[src/rtl/stream_rr_flush_ctrl.sv]
// stream_rr_flush_ctrl
// Round-robin arbiter feeding one shared two-entry spill stage. A small
// sequencer handles drain (empty the stage normally) and flush (discard the
// stored beats) requests, and acknowledges each with a one-cycle ack_o.
// Optional feature macro: STREAM_RR_FLUSH_CNT_EN adds drop_cnt_o, a saturating
// count of the beats that flushes discarded.
//
// state    | meaning
// ---------+-----------------------------------------------------------
// ST_RUN   | normal operation, requesters arbitrated into the stage
// ST_DRAIN | inputs blocked, stored beats leave normally until empty
// ST_FLUSH | single cycle: output hidden, both entries discarded
// ST_ACK   | single cycle: ack_o high, inputs blocked, then back to RUN

module stream_rr_flush_ctrl #(
    parameter int unsigned NumIn = 4,
    parameter type T = logic,
    localparam int unsigned IdxWidth = (NumIn > 1) ? $clog2(NumIn) : 1
) (
    input  logic                          clk_i,
    input  logic                          rst_i,
    input  logic [NumIn-1:0]              valid_i,
    output logic [NumIn-1:0]              ready_o,
    input  T     [NumIn-1:0]              data_i,
    output logic                          valid_o,
    input  logic                          ready_i,
    output T                              data_o,
    output logic [IdxWidth-1:0]           idx_o,
    input  logic                          drain_req_i,
    input  logic                          flush_req_i,
    output logic                          ack_o,
    output logic                          busy_o
`ifdef STREAM_RR_FLUSH_CNT_EN
    ,
    output logic [7:0]                    drop_cnt_o
`endif
);

    localparam logic [1:0] ST_RUN   = 2'd0;
    localparam logic [1:0] ST_DRAIN = 2'd1;
    localparam logic [1:0] ST_FLUSH = 2'd2;
    localparam logic [1:0] ST_ACK   = 2'd3;

    localparam logic [IdxWidth-1:0] LAST_IDX = IdxWidth'(NumIn - 1);

    logic [1:0]          state_q;
    logic [1:0]          state_d;
    logic [IdxWidth-1:0] rr_ptr_q;

    // Entry A takes new beats; entry B holds the older beat when A had to
    // move aside while downstream stalled.
    T                    a_data_q;
    T                    b_data_q;
    logic [IdxWidth-1:0] a_idx_q;
    logic [IdxWidth-1:0] b_idx_q;
    logic                a_full_q;
    logic                b_full_q;

    logic                grant_valid;
    logic [IdxWidth-1:0] grant_idx;
    logic                can_accept;
    logic                accept_en;
    logic                in_hs;
    logic                a_drain;
    logic                a_to_b;
    logic                b_drain;
    logic                flush_now;
    logic                stage_empty;

    // Pick the first valid requester at or after the round-robin pointer.
    always_comb begin
        int unsigned cand;
        logic [IdxWidth-1:0] cand_idx;
        grant_valid = 1'b0;
        grant_idx   = '0;
        cand        = 0;
        cand_idx    = '0;
        for (int unsigned k = 0; k < NumIn; k++) begin
            cand = int'(rr_ptr_q) + k;
            if (cand >= NumIn) begin
                cand = cand - NumIn;
            end
            cand_idx = IdxWidth'(cand);
            if (!grant_valid && valid_i[cand_idx]) begin
                grant_valid = 1'b1;
                grant_idx   = cand_idx;
            end
        end
    end

    // Readiness comes only from registered occupancy, never from ready_i, so
    // the stage cuts the combinational ready path. A request sampled high
    // blocks input in that very cycle.
    assign can_accept = !a_full_q || !b_full_q;
    assign accept_en  = (state_q == ST_RUN) && !drain_req_i && !flush_req_i && can_accept;
    assign in_hs      = accept_en && grant_valid;

    // One-hot ready towards the granted requester only.
    always_comb begin
        ready_o = '0;
        if (in_hs) begin
            ready_o[grant_idx] = 1'b1;
        end
    end

    assign flush_now   = (state_q == ST_FLUSH);
    assign stage_empty = !a_full_q && !b_full_q;

    assign valid_o = (a_full_q || b_full_q) && !flush_now;
    assign data_o  = b_full_q ? b_data_q : a_data_q;
    assign idx_o   = b_full_q ? b_idx_q  : a_idx_q;

    // A is presented whenever B is empty: it leaves downstream on ready_i,
    // otherwise it moves into B so A is free for the next beat.
    assign a_drain = a_full_q && !b_full_q;
    assign a_to_b  = a_drain && !ready_i;
    assign b_drain = b_full_q && ready_i;

    // Spill-register fill/drain bookkeeping; flush clears both entries.
    always_ff @(posedge clk_i) begin
        if (rst_i) begin
            a_full_q <= 1'b0;
            b_full_q <= 1'b0;
            a_data_q <= '0;
            b_data_q <= '0;
            a_idx_q  <= '0;
            b_idx_q  <= '0;
        end else if (flush_now) begin
            a_full_q <= 1'b0;
            b_full_q <= 1'b0;
        end else begin
            if (in_hs) begin
                a_full_q <= 1'b1;
                a_data_q <= data_i[grant_idx];
                a_idx_q  <= grant_idx;
            end else if (a_drain) begin
                a_full_q <= 1'b0;
            end
            if (a_to_b) begin
                b_full_q <= 1'b1;
                b_data_q <= a_data_q;
                b_idx_q  <= a_idx_q;
            end else if (b_drain) begin
                b_full_q <= 1'b0;
            end
        end
    end

    // Advance the pointer past the winner, but only when a beat is taken.
    always_ff @(posedge clk_i) begin
        if (rst_i) begin
            rr_ptr_q <= '0;
        end else if (in_hs) begin
            rr_ptr_q <= (grant_idx == LAST_IDX) ? '0 : grant_idx + 1'b1;
        end
    end

    // Sequencer next state; flush takes priority over drain everywhere.
    always_comb begin
        state_d = state_q;
        unique case (state_q)
            ST_RUN: begin
                if (flush_req_i) begin
                    state_d = ST_FLUSH;
                end else if (drain_req_i) begin
                    state_d = ST_DRAIN;
                end
            end
            ST_DRAIN: begin
                if (flush_req_i) begin
                    state_d = ST_FLUSH;
                end else if (stage_empty) begin
                    state_d = ST_ACK;
                end
            end
            ST_FLUSH: state_d = ST_ACK;
            ST_ACK:   state_d = ST_RUN;
            default:  state_d = ST_RUN;
        endcase
    end

    // Sequencer state register.
    always_ff @(posedge clk_i) begin
        if (rst_i) begin
            state_q <= ST_RUN;
        end else begin
            state_q <= state_d;
        end
    end

    assign ack_o  = (state_q == ST_ACK);
    assign busy_o = (state_q != ST_RUN);

`ifdef STREAM_RR_FLUSH_CNT_EN
    logic [7:0] drop_cnt_q;
    logic [1:0] drop_add;
    logic [8:0] drop_sum;

    assign drop_add   = {1'b0, a_full_q} + {1'b0, b_full_q};
    assign drop_sum   = {1'b0, drop_cnt_q} + {7'b0, drop_add};
    assign drop_cnt_o = drop_cnt_q;

    // Count beats thrown away by a flush, clamping at the top.
    always_ff @(posedge clk_i) begin
        if (rst_i) begin
            drop_cnt_q <= '0;
        end else if (flush_now) begin
            drop_cnt_q <= drop_sum[8] ? 8'hff : drop_sum[7:0];
        end
    end
`endif

endmodule

[config.mk]
export PLATFORM = sky130hd
export DESIGN_NAME = stream_rr_flush_ctrl
export DESIGN_NICKNAME = d
export VERILOG_FILES = /design/src/rtl/stream_rr_flush_ctrl.sv
export SDC_FILE = /design/constraint.sdc
export NUM_CORES = 1
export LEC_CHECK = 0
export CELL_PAD_IN_SITES_DETAIL_PLACEMENT = 0
export CELL_PAD_IN_SITES_GLOBAL_PLACEMENT = 1
export CORE_MARGIN = 3
export CORE_UTILIZATION = 31
export DETAILED_ROUTE_END_ITERATION = 10
export PLACE_DENSITY_LB_ADDON = 0.1
export SYNTH_ARGS = -nofsm -noshare
export SYNTH_HDL_FRONTEND = slang
export SYNTH_SLANG_ARGS = --single-unit
[constraint.sdc]
create_clock -name clk_i -period 2.5 [get_ports clk_i]
set_input_delay 0.75 -clock clk_i [delete_from_list [all_inputs] [get_ports clk_i]]
set_output_delay 0.75 -clock clk_i [all_outputs]
set_load 0.01 [all_outputs]
==> key figures <==
Clock tree
  – CTS H-tree lvls: 1
  – CTS tree: built
  – CTS Sinks: 12
  – Clock Tree Root: clkbuf_4
  – Num CTS Buffers: 3
  – Clock Pin Slew Worst Setup and Hold Paths: 0.07 ns
  – Worst skew pair latency: 0.26 ns
  – CTS max path bufs: 2
  – Hold_buf cts: 0

Floorplanning
  – Core Rows: 17
  – Die span in x: 57.30 um
  – Die Area: 3283 um2
  – Initial Utilization: 34.55%
  – Core Region: 2361 um2
  – IO Pins: 23
  – Die H: 57.30 um

Logic synthesis
  – Sequential share of the synthesized area: 29.45%
  – Post-Syn Instances: 87
  – Number of enable flip-flop cells after synthesis: 0
  – Flops & latches, synth: 12
  – Synth unique cells: 26
  – Mean Syn Cell Area: 9.377 um2
  – Post-Synthesis Cell Area: 815.8 um2
  – Async SR Flop Fraction: 0%
  – Largest cells by area after synthesis: dfxtp_1 29%, ha_1 14%, mux2i_1 11%, nor2_1 5.5%, mux2_2 4.1%
  – Top FF cell, synth: dfxtp_1
  – Yosys warns: 0
  – Share of the synthesized area in the top cell type: 29.45%
  – Net Count, Synth: 109
  – Most frequent cells after synthesis: 12 x dfxtp_1, 12 x nor2_1, 9 x ha_1, 9 x mux2i_1
  – Synth area leader: dfxtp_1

Power
  – Tot Pwr: 0.6215 mW
  – Worst vdd ir: 0.4505 mV
  – Leak: 0.6233 nW
  – PD cells: 433.8 nW/um2

Setup path
  – Worst EP required: 1.75 ns
  – Most used cell, CP: buf_6
  – Crit path from: valid_i[0]
  – Crit. End Element: output port
  – Origin of the critical flop-to-flop path: rr_ptr_q[1]
  – CP max-delay cell: mux2i_1
  – Worst r2r path cells: 8
  – Critical path class: input pin to output port
  – Reg2reg end: a_data_q
  – Sequence of cells on the critical path: buf_6, buf_6, mux2i_1, o22ai_2, nor2_2, buf_6, inv_6, ha_4, and2_4, buf_6
  – R2r setup slk: 0.57 ns
  – Worst Setup Start Kind: input pin
  – Levels on crit path: 10
  – Crit Path Max Fanout: 4
  – Crit-path max cell delay: 0.16 ns
  – Worst setup path endpoint: ready_o[0]
  – CP arrival: 1.92 ns
  – Crit path buffers/inverters: 5
  – CP top delay family: buffers and inverters

STA
  – Slew @ Worst Pin: 0.3969 ns
  – Final hold slack: 0.4909 ns
  – Fmax: 374.5 MHz
  – Final setup margin: -0.1702 ns
  – Relative slew slack: 73.54%
  – Count of final setup violators: 4
  – Setup TNS: -0.5910 ns
  – Unrepaired setup endpoints after global routing: true
  – Final hold viol count: 0
  – Fin. max-slew vios: 0
  – Final min period: 2.670 ns
  – Clk_skew: 0.001342 ns
  – Final worst path period share: 106.8%

Global route
  – GR peak layer: met2
  – Gr ovfl total: 0
  – Initial antenna violation count: 0
  – Vias in the first global route: 806
  – M3 GR Usage: 3.620%
  – GR Util All Layers: 14.43%
  – Met2 usage: 23.49%
  – Largest net degree at the start of global routing: 9
  – First-pass GRT wire length: 3746 um
  – Met1 GRT Util: 18.78%

Cells and area
  – Final Net Count: 164
  – Antenna Cells: 0
  – Final Cell Area: 1433 um2
  – Share of cells above drive strength 1: 47.86%
  – Area Overhead vs Synth: 75.61%

Job
  – Max-cap viol count: 0

Routing
  – Mean routed wirelength per cell: 12.47 um
  – Total wire length: 2095 um
  – DR DRC count: 0
  – Vias per cell: 4.625
  – Routed Antenna Nets: 0
  – DRT Pass-1 Iters: 4
  – Initial DRC count: 8
  – Vias: 777

Status
  – Run status: finished, violations left
  – Failing checks: negative setup slack

Place
  – DP Area: 1191 um2
  – Port buffer count: 22
  – Gpl congestion: 0.6942
  – DP HPWL: 1403 um

Hold path
  – Worst Hold Class: flip-flop to flip-flop
## through the flow
stage               instances  utilization [%]  setup slack, ns
finish                    168            60.68          -0.1702
global placement          153            50.45          -0.9713
global route              168            60.68          -0.2396
floorplan                  87                -          0.08294
CTS                       165            59.19          -0.1590
detailed placement        153            50.45          -0.9702
## metal layers
layer  up-vias  part of all wire [%]
li1        413                     -
met1       343                    47
met2        17                    47
met3         4                   4.4
met4         0                   1.4
met5         -                     0
## cells in the final DEF (no fill, tap or decap), types with 2 or more instances in the layout
cell / Yosys / routed
a211oi_1: 3 / 3
a21oi_1: 6 / 4
and2_4: 0 / 4
buf_2: 0 / 3
buf_4: 0 / 25
buf_6: 0 / 11
clkbuf_4: 0 / 3
clkdlybuf4s50_1: 0 / 11
dfxtp_1: 12 / 12
ha_1: 9 / 5
ha_4: 0 / 4
inv_1: 6 / 4
mux2_2: 3 / 3
mux2i_1: 9 / 9
nand2b_4: 1 / 2
nor2_1: 12 / 11
nor3_1: 3 / 3
o21ai_0: 2 / 2
or3_1: 2 / 2
## power breakdown
group	switching (mW)	total, mW	internal [mW]
Sequential	0.00905	0.213	0.204
Combinational	0.128	0.294	0.166
Clock	0.0591	0.115	0.0556
Total	0.196	0.622	0.426
## state kept, by name (all words and copies together), names as in the netlist
name      count
b_idx_q       2
a_data_q      1
rr_ptr_q      2
state_q       2
b_full_q      1
a_idx_q       2
a_full_q      1
b_data_q      1
## timing repair
action | 4_1_cts | 5_1_grt
pin swaps | 10 | 4
resized for setup | 72 | 3
endpoints found under the setup margin | 4 | 5
buffers inserted | 11 | 3
## worst min-delay path: cells and delay by family (launching register included)
family        cells  cell delay, ns
mux               1            0.06
simple gates      1            0.07
flops             1            0.33
## cells by family (layout without fill, tap and decap cells)
family	Yosys count	count (layout)	synth area share (%)
multiplexers	12	12	15.18
AO/OA/AOI/OAI	16	16	15.34
buffers and inverters	8	61	4.907
adder cells (fa/ha/maj)	9	9	13.80
AND/OR/NAND/NOR	30	30	21.32
flip-flops	12	12	29.45
## worst min path at each step
stage	end	depth (start not counted)	slack, ns	startpoint
after floorplan	b_data_q	2	0.45	b_data_q
after global placement	b_idx_q[1]	2	0.47	b_idx_q[1]
after detailed placement	b_idx_q[1]	2	0.48	b_idx_q[1]
after CTS	b_idx_q[1]	2	0.50	b_idx_q[1]
after global routing	b_idx_q[1]	2	0.51	b_idx_q[1]
final	b_idx_q[1]	2	0.49	b_idx_q[1]
## area by class of cell
class	instances	area, um2
fillers	218	928.4
repair buffers	52	460.4
multi-input cells	67	646.9
flip-flops and latches	12	240.2
inverters	6	27.53
clock buffers	3	22.52
well taps	28	35.03
Note: power is estimated with default switching activity, not from simulation.
